**config.mk**
```make
export PLATFORM = sky130hd
export DESIGN_NAME = lcd_fb_arbiter_flat
export DESIGN_NICKNAME = d
export VERILOG_FILES = /design/src/rtl/lcd_fb_arbiter_if.sv /design/src/rtl/lcd_fb_arbiter.sv /design/src/flat_wrapper.sv
export SDC_FILE = /design/constraint.sdc
export NUM_CORES = 1
export LEC_CHECK = 0
export ABC_AREA = 1
export ABC_CLOCK_PERIOD_IN_PS = 2400
export CAP_MARGIN = 20
export CELL_PAD_IN_SITES_DETAIL_PLACEMENT = 2
export CELL_PAD_IN_SITES_GLOBAL_PLACEMENT = 2
export CORE_AREA = 2 2 119 121
export CTS_CLUSTER_DIAMETER = 60
export CTS_CLUSTER_SIZE = 40
export DETAILED_ROUTE_END_ITERATION = 16
export DIE_AREA = 0 0 121 123
export PLACE_DENSITY_LB_ADDON = 0.1
export SYNTH_ARGS = -nofsm -noshare
export SYNTH_HDL_FRONTEND = slang
export SYNTH_SLANG_ARGS = --single-unit
export TNS_END_PERCENT = 50
```
**constraint.sdc**
```tcl
create_clock -name clk -period 2.4 [get_ports clk]
set_clock_uncertainty 0.15 [all_clocks]
set_input_delay 0.24 -clock clk [delete_from_list [all_inputs] [get_ports clk]]
set_output_delay 0.24 -clock clk [all_outputs]
set_load 0.01 [all_outputs]
```
**src/rtl/lcd_fb_arbiter_if.sv**
```systemverilog
// Signal bundle between the framebuffer arbiter and its three neighbours:
// the LCD scan-out engine, the host writer and the single-port framebuffer RAM.
// The arbiter uses the slave view; the surrounding system uses the master view.
interface lcd_fb_arbiter_if;
  // LCD scan-out side
  logic [7:0]  lcd_x;
  logic [2:0]  lcd_y;
  logic [7:0]  pixels;
  logic        frame_strobe;
  // Host write side
  logic        frame_hold;
  logic        wr_req;
  logic [10:0] wr_addr;
  logic [7:0]  wr_data;
  logic        wr_ack;
  // Framebuffer RAM side
  logic [10:0] ram_addr;
  logic [7:0]  ram_wdata;
  logic        ram_we;
  logic [7:0]  ram_rdata;

  modport slave (
    input  lcd_x, lcd_y, frame_hold, wr_req, wr_addr, wr_data, ram_rdata,
    output pixels, frame_strobe, wr_ack, ram_addr, ram_wdata, ram_we
  );

  modport master (
    output lcd_x, lcd_y, frame_hold, wr_req, wr_addr, wr_data, ram_rdata,
    input  pixels, frame_strobe, wr_ack, ram_addr, ram_wdata, ram_we
  );
endinterface

```
**src/rtl/lcd_fb_arbiter.sv**
```systemverilog
// Framebuffer arbiter: shares one 240x8-byte single-port synchronous RAM
// between LCD scan-out reads and host writes, keeps the LCD's pixel byte
// coherent with host writes, and paces frames with a periodic frame strobe
// that the host can defer for tear-free updates.
module lcd_fb_arbiter #(
  parameter int FRAME_CYCLES  = 800000,
  parameter int STROBE_CYCLES = 64
) (
  input  logic            clk,
  input  logic            reset,
  lcd_fb_arbiter_if.slave bus
);

  localparam int TW = $clog2(FRAME_CYCLES + 1);
  localparam int SW = $clog2(STROBE_CYCLES + 1);
  localparam logic [TW-1:0] TIMER_LAST  = TW'(FRAME_CYCLES - 1);
  localparam logic [SW-1:0] STROBE_LAST = SW'(STROBE_CYCLES - 1);
  localparam logic [7:0]    PANEL_W     = 8'd240;
  localparam logic [10:0]   FB_BYTES    = 11'd1920;

  typedef enum logic [1:0] {
    S_IDLE   = 2'd0,
    S_RD     = 2'd1,
    S_RD_CAP = 2'd2,
    S_WR     = 2'd3
  } state_t;

  state_t      state_q, state_d;
  logic [7:0]  pixels_q, pixels_d;
  logic [10:0] cur_addr_q, cur_addr_d;
  logic        cur_valid_q, cur_valid_d;
  logic [10:0] ram_addr_q, ram_addr_d;
  logic [7:0]  ram_wdata_q, ram_wdata_d;
  logic        ram_we_q, ram_we_d;
  logic        wr_ack_q, wr_ack_d;

  logic [TW-1:0] timer_q, timer_d;
  logic [SW-1:0] strobe_cnt_q, strobe_cnt_d;
  logic          strobe_q, strobe_d;
  logic          pending_q, pending_d;

  logic [10:0] y_ext;
  logic [10:0] lcd_addr;
  logic        off_panel;
  logic        wrap;

  // y*240 without a multiplier: (y<<8) - (y<<4); the sum stays below 2048.
  assign y_ext     = {8'd0, bus.lcd_y};
  assign lcd_addr  = (y_ext << 8) - (y_ext << 4) + {3'd0, bus.lcd_x};
  assign off_panel = (bus.lcd_x >= PANEL_W);
  assign wrap      = (timer_q == TIMER_LAST);

  // Access arbitration: LCD reads win over host writes, one action per clk.
  always_comb begin
    state_d     = state_q;
    pixels_d    = pixels_q;
    cur_addr_d  = cur_addr_q;
    cur_valid_d = cur_valid_q;
    ram_addr_d  = ram_addr_q;
    ram_wdata_d = ram_wdata_q;
    ram_we_d    = ram_we_q;
    wr_ack_d    = 1'b0;
    unique case (state_q)
      S_IDLE: begin
        if (off_panel) begin
          // Blanking columns show black and force a fresh read on return.
          pixels_d    = 8'd0;
          cur_valid_d = 1'b0;
        end else if (!cur_valid_q || (lcd_addr != cur_addr_q)) begin
          ram_addr_d  = lcd_addr;
          ram_we_d    = 1'b0;
          cur_addr_d  = lcd_addr;
          cur_valid_d = 1'b1;
          state_d     = S_RD;
        end else if (bus.wr_req && !wr_ack_q) begin
          // The ack cycle ignores wr_req so a still-held request is not
          // written twice; out-of-range writes are acked but never reach RAM.
          state_d = S_WR;
          if (bus.wr_addr < FB_BYTES) begin
            ram_addr_d  = bus.wr_addr;
            ram_wdata_d = bus.wr_data;
            ram_we_d    = 1'b1;
          end
        end
      end
      S_RD: begin
        state_d = S_RD_CAP;
      end
      S_RD_CAP: begin
        pixels_d = bus.ram_rdata;
        state_d  = S_IDLE;
      end
      S_WR: begin
        ram_we_d = 1'b0;
        wr_ack_d = 1'b1;
        // ram_we_q marks an in-range write; ram_addr_q equals the held wr_addr.
        // Bypass keeps pixels coherent without spending a re-read.
        if (ram_we_q && cur_valid_q && (ram_addr_q == cur_addr_q)) begin
          pixels_d = ram_wdata_q;
        end
        state_d = S_IDLE;
      end
      default: begin
        state_d = S_IDLE;
      end
    endcase
  end

  // Arbiter state and registered RAM/LCD outputs; reset aborts any access.
  always_ff @(posedge clk or posedge reset) begin
    if (reset) begin
      state_q     <= S_IDLE;
      pixels_q    <= 8'd0;
      cur_addr_q  <= 11'd0;
      cur_valid_q <= 1'b0;
      ram_addr_q  <= 11'd0;
      ram_wdata_q <= 8'd0;
      ram_we_q    <= 1'b0;
      wr_ack_q    <= 1'b0;
    end else begin
      state_q     <= state_d;
      pixels_q    <= pixels_d;
      cur_addr_q  <= cur_addr_d;
      cur_valid_q <= cur_valid_d;
      ram_addr_q  <= ram_addr_d;
      ram_wdata_q <= ram_wdata_d;
      ram_we_q    <= ram_we_d;
      wr_ack_q    <= wr_ack_d;
    end
  end

  // Frame pacing: free-running timer, fixed-width strobe, deferral by frame_hold.
  always_comb begin
    timer_d      = wrap ? '0 : timer_q + 1'b1;
    strobe_d     = strobe_q;
    strobe_cnt_d = strobe_cnt_q;
    pending_d    = pending_q;
    if (strobe_q) begin
      // A wrap while the strobe is high is dropped, never queued.
      if (strobe_cnt_q == '0) begin
        strobe_d = 1'b0;
      end else begin
        strobe_cnt_d = strobe_cnt_q - 1'b1;
      end
    end else if (pending_q) begin
      if (!bus.frame_hold) begin
        strobe_d     = 1'b1;
        strobe_cnt_d = STROBE_LAST;
        pending_d    = 1'b0;
      end
    end else if (wrap) begin
      if (!bus.frame_hold) begin
        strobe_d     = 1'b1;
        strobe_cnt_d = STROBE_LAST;
      end else begin
        pending_d = 1'b1;
      end
    end
  end

  // Frame timer and strobe registers.
  always_ff @(posedge clk or posedge reset) begin
    if (reset) begin
      timer_q      <= '0;
      strobe_cnt_q <= '0;
      strobe_q     <= 1'b0;
      pending_q    <= 1'b0;
    end else begin
      timer_q      <= timer_d;
      strobe_cnt_q <= strobe_cnt_d;
      strobe_q     <= strobe_d;
      pending_q    <= pending_d;
    end
  end

  assign bus.pixels       = pixels_q;
  assign bus.frame_strobe = strobe_q;
  assign bus.wr_ack       = wr_ack_q;
  assign bus.ram_addr     = ram_addr_q;
  assign bus.ram_wdata    = ram_wdata_q;
  assign bus.ram_we       = ram_we_q;

endmodule
```
**src/flat_wrapper.sv**
```systemverilog
// flat-port wrapper written by rule: the top's interface ports become plain ports
module lcd_fb_arbiter_flat 
#(
  parameter int FRAME_CYCLES  = 800000,
  parameter int STROBE_CYCLES = 64
)
  (clk, reset, bus_lcd_x, bus_lcd_y, bus_frame_hold, bus_wr_req, bus_wr_addr, bus_wr_data, bus_ram_rdata, bus_pixels, bus_frame_strobe, bus_wr_ack, bus_ram_addr, bus_ram_wdata, bus_ram_we);
  lcd_fb_arbiter_if bus_i ();
  input  logic clk;
  input  logic reset;
  input wire logic [$bits(bus_i.lcd_x)-1:0] bus_lcd_x;
  input wire logic [$bits(bus_i.lcd_y)-1:0] bus_lcd_y;
  input wire logic [$bits(bus_i.frame_hold)-1:0] bus_frame_hold;
  input wire logic [$bits(bus_i.wr_req)-1:0] bus_wr_req;
  input wire logic [$bits(bus_i.wr_addr)-1:0] bus_wr_addr;
  input wire logic [$bits(bus_i.wr_data)-1:0] bus_wr_data;
  input wire logic [$bits(bus_i.ram_rdata)-1:0] bus_ram_rdata;
  output wire logic [$bits(bus_i.pixels)-1:0] bus_pixels;
  output wire logic [$bits(bus_i.frame_strobe)-1:0] bus_frame_strobe;
  output wire logic [$bits(bus_i.wr_ack)-1:0] bus_wr_ack;
  output wire logic [$bits(bus_i.ram_addr)-1:0] bus_ram_addr;
  output wire logic [$bits(bus_i.ram_wdata)-1:0] bus_ram_wdata;
  output wire logic [$bits(bus_i.ram_we)-1:0] bus_ram_we;
  assign bus_i.lcd_x = bus_lcd_x;
  assign bus_i.lcd_y = bus_lcd_y;
  assign bus_i.frame_hold = bus_frame_hold;
  assign bus_i.wr_req = bus_wr_req;
  assign bus_i.wr_addr = bus_wr_addr;
  assign bus_i.wr_data = bus_wr_data;
  assign bus_i.ram_rdata = bus_ram_rdata;
  assign bus_pixels = bus_i.pixels;
  assign bus_frame_strobe = bus_i.frame_strobe;
  assign bus_wr_ack = bus_i.wr_ack;
  assign bus_ram_addr = bus_i.ram_addr;
  assign bus_ram_wdata = bus_i.ram_wdata;
  assign bus_ram_we = bus_i.ram_we;
  lcd_fb_arbiter #(.FRAME_CYCLES(FRAME_CYCLES), .STROBE_CYCLES(STROBE_CYCLES)) u_core (.clk(clk), .reset(reset), .bus(bus_i));
endmodule
```
==> impl_results.md <==
* Final Instance Area at 5650 µm²
* Worst setup path category: in -> reg
* Worst Path Arrival at 2.41 ns
* Critical-path top delay cell: dlygate4sd2_1
* Worst hold slack at 0.166 ns
* Slew @ Worst Pin at between 0.4 and 0.5 ns
* Ranking of synthesized cells by area: dfrtp_1 (45%), nand2_1 (14%), inv_1 (7.0%)
* Die Y-Extent at 123 µm
* First-pass GRT wire length at between 20 and 25 mm
* GRT Overall Usage at about a fifth
* Reg2Reg Setup Slack at about 0.17 ns
* Final Hold Viols at 0
* P_leak at between 2 and 3 nW
* R2R Path Start: u_core.cur_addr_q[4]$_DFFE_PP0P_
* Post-Place Setup Slack at -0.599 ns
* Largest net degree at the start of global routing at between 70 and 80
* Final Cycle Share at 95.3%
* Final worst slack at 0.113 ns
* CTS max path bufs at 2
* H-Tree Level Count at 3
* Cell Pwr Density at around 890 nW/µm²
* Initial Utilization at around 30%
* Maximum clock rate at around 440 MHz
* Final wirelength at around 13 mm
* Layout cell share with drive strength beyond 1 at 15.3%
* Num CTS Buffers at 9
* Fillers at about 1600
* Congestion Overflow GR at 0
* CTS tree: built
* CP Launch Type: input port
* CORE AREA at between 10000 and 15000 µm²
* Clock Latency Late Sink at roughly 0.34 ns
* Tot Pwr at ~5 mW
* Setup violators final at 0
* Max Cap Viol at 0
* Via Count at ~4000
* Gate Count Post-Synth at 528
* I/O Buffers at 71
* Critical path fanouts, max at 8
* WL per Instance at 16.2 µm
* Hold-fix buffers at CTS at 0
* Initial DRC count at 116
* Status: finished clean
* Area share of the leading cell type in the synthesized netlist at 44.8%
* Worst Path Required at ~2.5 ns
* Antenna cells at 0
* Slew Viols, Final at 0
* Min Tclk post-route at roughly 2.3 ns
* Cell Rows at between 40 and 50
* Avg Cell Area, Syn at around 7.6 µm²
* Slowest Stage Delay on Critical Path at approximately 0.28 ns
* Worst-path cell chain: dlygate4sd2_1 > ha_4 > nor2_4 > nor2_4 > nor2_4 > nand2_2 > buf_4 > nand3_1 > nand2_2 > nor2_8 > nand2_4 > or2_4 > bufbuf_16 > o21ai_2
* Mapped Nets at 580
* Detail Route Antenna Nets at 0
* Die area at roughly 15000 µm²
* Cell Area, Synth at approximately 4000 µm²
* Hold crit path type: in -> async
* 1st-pass router iterations at 4
* Drt via density at around 4.7
* Sink Count at 72
* Post-synthesis cell type count at 38
* Ports at between 70 and 80
* Die W at approximately 120 µm
* Max IR drop VDD at approximately 0.44 mV
* Worst r2r dst: u_core.bus.ram_wdata[5]$_DFFE_PP0P_
* CP Capture Type: register
* Dpl hpwl at slightly above 10 mm
* Vias in the first global route at approximately 4400
* R2R depth at 12
* Post-layout nets at about 690
* Synthesis-stage register bit count at 72
* Area after DPL at around 5200 µm²
* Root Driver: clkbuf_16
* # DRC at 0
* Area leader, netlist: dfrtp_1
* Final GP Congestion at 0.799
* P&R area growth vs syn at 40.6%
* Max_slew headroom at between 70 and 80%
* CTS clock-pin slew for the worst setup and hold paths at around 0.06 ns
* Most used cell, CP: nor2_4
* Seq/Total Area, Yosys at 44.8%
* YS warnings at 0
* Initial antenna violation count at 0
## stage by stage
stage	setup TNS (ns)	util [%]	std cells
after global routing	-0.0369	41.5	826
after floorplan	0	-	528
after detailed placement	-17.83	38.3	807
after global placement	-14.72	38.3	807
final	0	41.5	826
after CTS	0	41.2	825
## Yosys cell counts
library cell,instances
nand2_1,150
inv_1,75
dfrtp_1,72
nand3_1,52
nor2_1,40
o21ai_0,31
a21oi_1,14
ha_1,10
a22o_1,8
o21ai_2,8
nor3_1,7
xor2_1,7
nor4_1,6
buf_2,5
nand2_2,5
o21ai_1,4
nand4_1,3
a211oi_1,2
a21boi_0,2
buf_6,2
nand3b_1,2
nor2_2,2
nor2_4,2
nor3b_1,2
o2111ai_1,2
o21a_1,2
or2_2,2
a21oi_2,1
a31oi_1,1
buf_1,1
clkbuf_1,1
clkinv_1,1
inv_2,1
nand2_4,1
nor2_8,1
o22ai_1,1
or2_1,1
xnor2_1,1
## flip-flops by register name, summed over array words and instances, names as in the netlist, 2 cells and up
register / cells
u_core.bus.ram_addr: 11
u_core.bus.pixels: 8
u_core.state_q: 2
u_core.timer_q: 20
u_core.cur_addr_q: 11
u_core.bus.ram_wdata: 8
u_core.strobe_cnt_q: 7
## power breakdown
group          switching [mW]  internal [mW]  total, mW
Sequential              0.282           1.49       1.77
Clock                   0.515          0.784       1.30
Combinational            1.09          0.854       1.94
Total                    1.88           3.12       5.01
## final cells by class
class                           count  area [µm²]  share of cell area [%]
Timing Repair Buffer              111        1070                    18.9
Multi-Input combinational cell    370        1990                    35.1
Clock buffer                       14         274                    4.85
Tap cell                          180         225                    3.98
Inverter                           77         289                    5.11
Clock inverter                      2        12.5                   0.221
Sequential cell                    72        1800                    31.9
## cell families (layout without fill, tap and decap cells)
group / after synthesis / in the layout / synth area share (%)
buf+inv: 86 / 204 / 8.56
simple gates: 276 / 276 / 30.1
xor+xnor: 8 / 8 / 1.74
fa+ha+maj: 10 / 10 / 3.11
compound gates: 76 / 76 / 11.7
flops: 72 / 72 / 44.8
## routing by layer
layer / global-route usage [%] / wire, µm / vias to the layer above
met5: 0 / 0 / -
met1: 23.6 / 5870 / 1933
met3: 4.70 / 319 / 8
li1: - / - / 1924
met4: 4.00 / 80 / 0
met2: 34.6 / 7130 / 47
## repair_timing
action / in CTS / in global routing
cloned: 1 / 0
buffers inserted: 1 / 1
pin swaps: 4 / 7
setup endpoints to repair: 35 / 22
gates resized for setup: 22 / 10
## cell usage in the layout, fill, tap and decap left out, drive strengths merged, types with 14 or more instances in the layout
master	instances
nand2	156
inv	76
dfrtp	72
clkdlybuf4s50	65
nand3	52
nor2	45
o21ai	43
buf	39
a21oi	15
clkbuf	14
## critical path: cells and delay by family
kind	cells	cell delay, ns
AO/OA/AOI/OAI	1	0.11
adder cells (fa/ha/maj)	1	0.28
buffers and inverters	3	0.70
AND/OR/NAND/NOR	9	1.06
## worst max path at each step
stage                                                endpoint  depth (start not counted)  slack [ns]                   startpoint
after floorplan           u_core.bus.ram_wdata[0]$_DFFE_PP0P_                         17        0.08                 bus_lcd_y[2]
after global placement    u_core.bus.ram_wdata[2]$_DFFE_PP0P_                         17       -0.51                 bus_lcd_y[0]
after detailed placement     u_core.cur_addr_q[8]$_DFFE_PP0P_                         17       -0.60                 bus_lcd_y[0]
after CTS                  u_core.strobe_cnt_q[0]$_DFFE_PP0P_                         11        0.07  u_core.timer_q[0]$_DFF_PP0_
after global routing         u_core.cur_addr_q[8]$_DFFE_PP0P_                         17       -0.02                 bus_lcd_y[2]
final                     u_core.bus.ram_wdata[5]$_DFFE_PP0P_                         14        0.11                 bus_lcd_x[4]
Note: power is estimated with default switching activity, not from simulation.
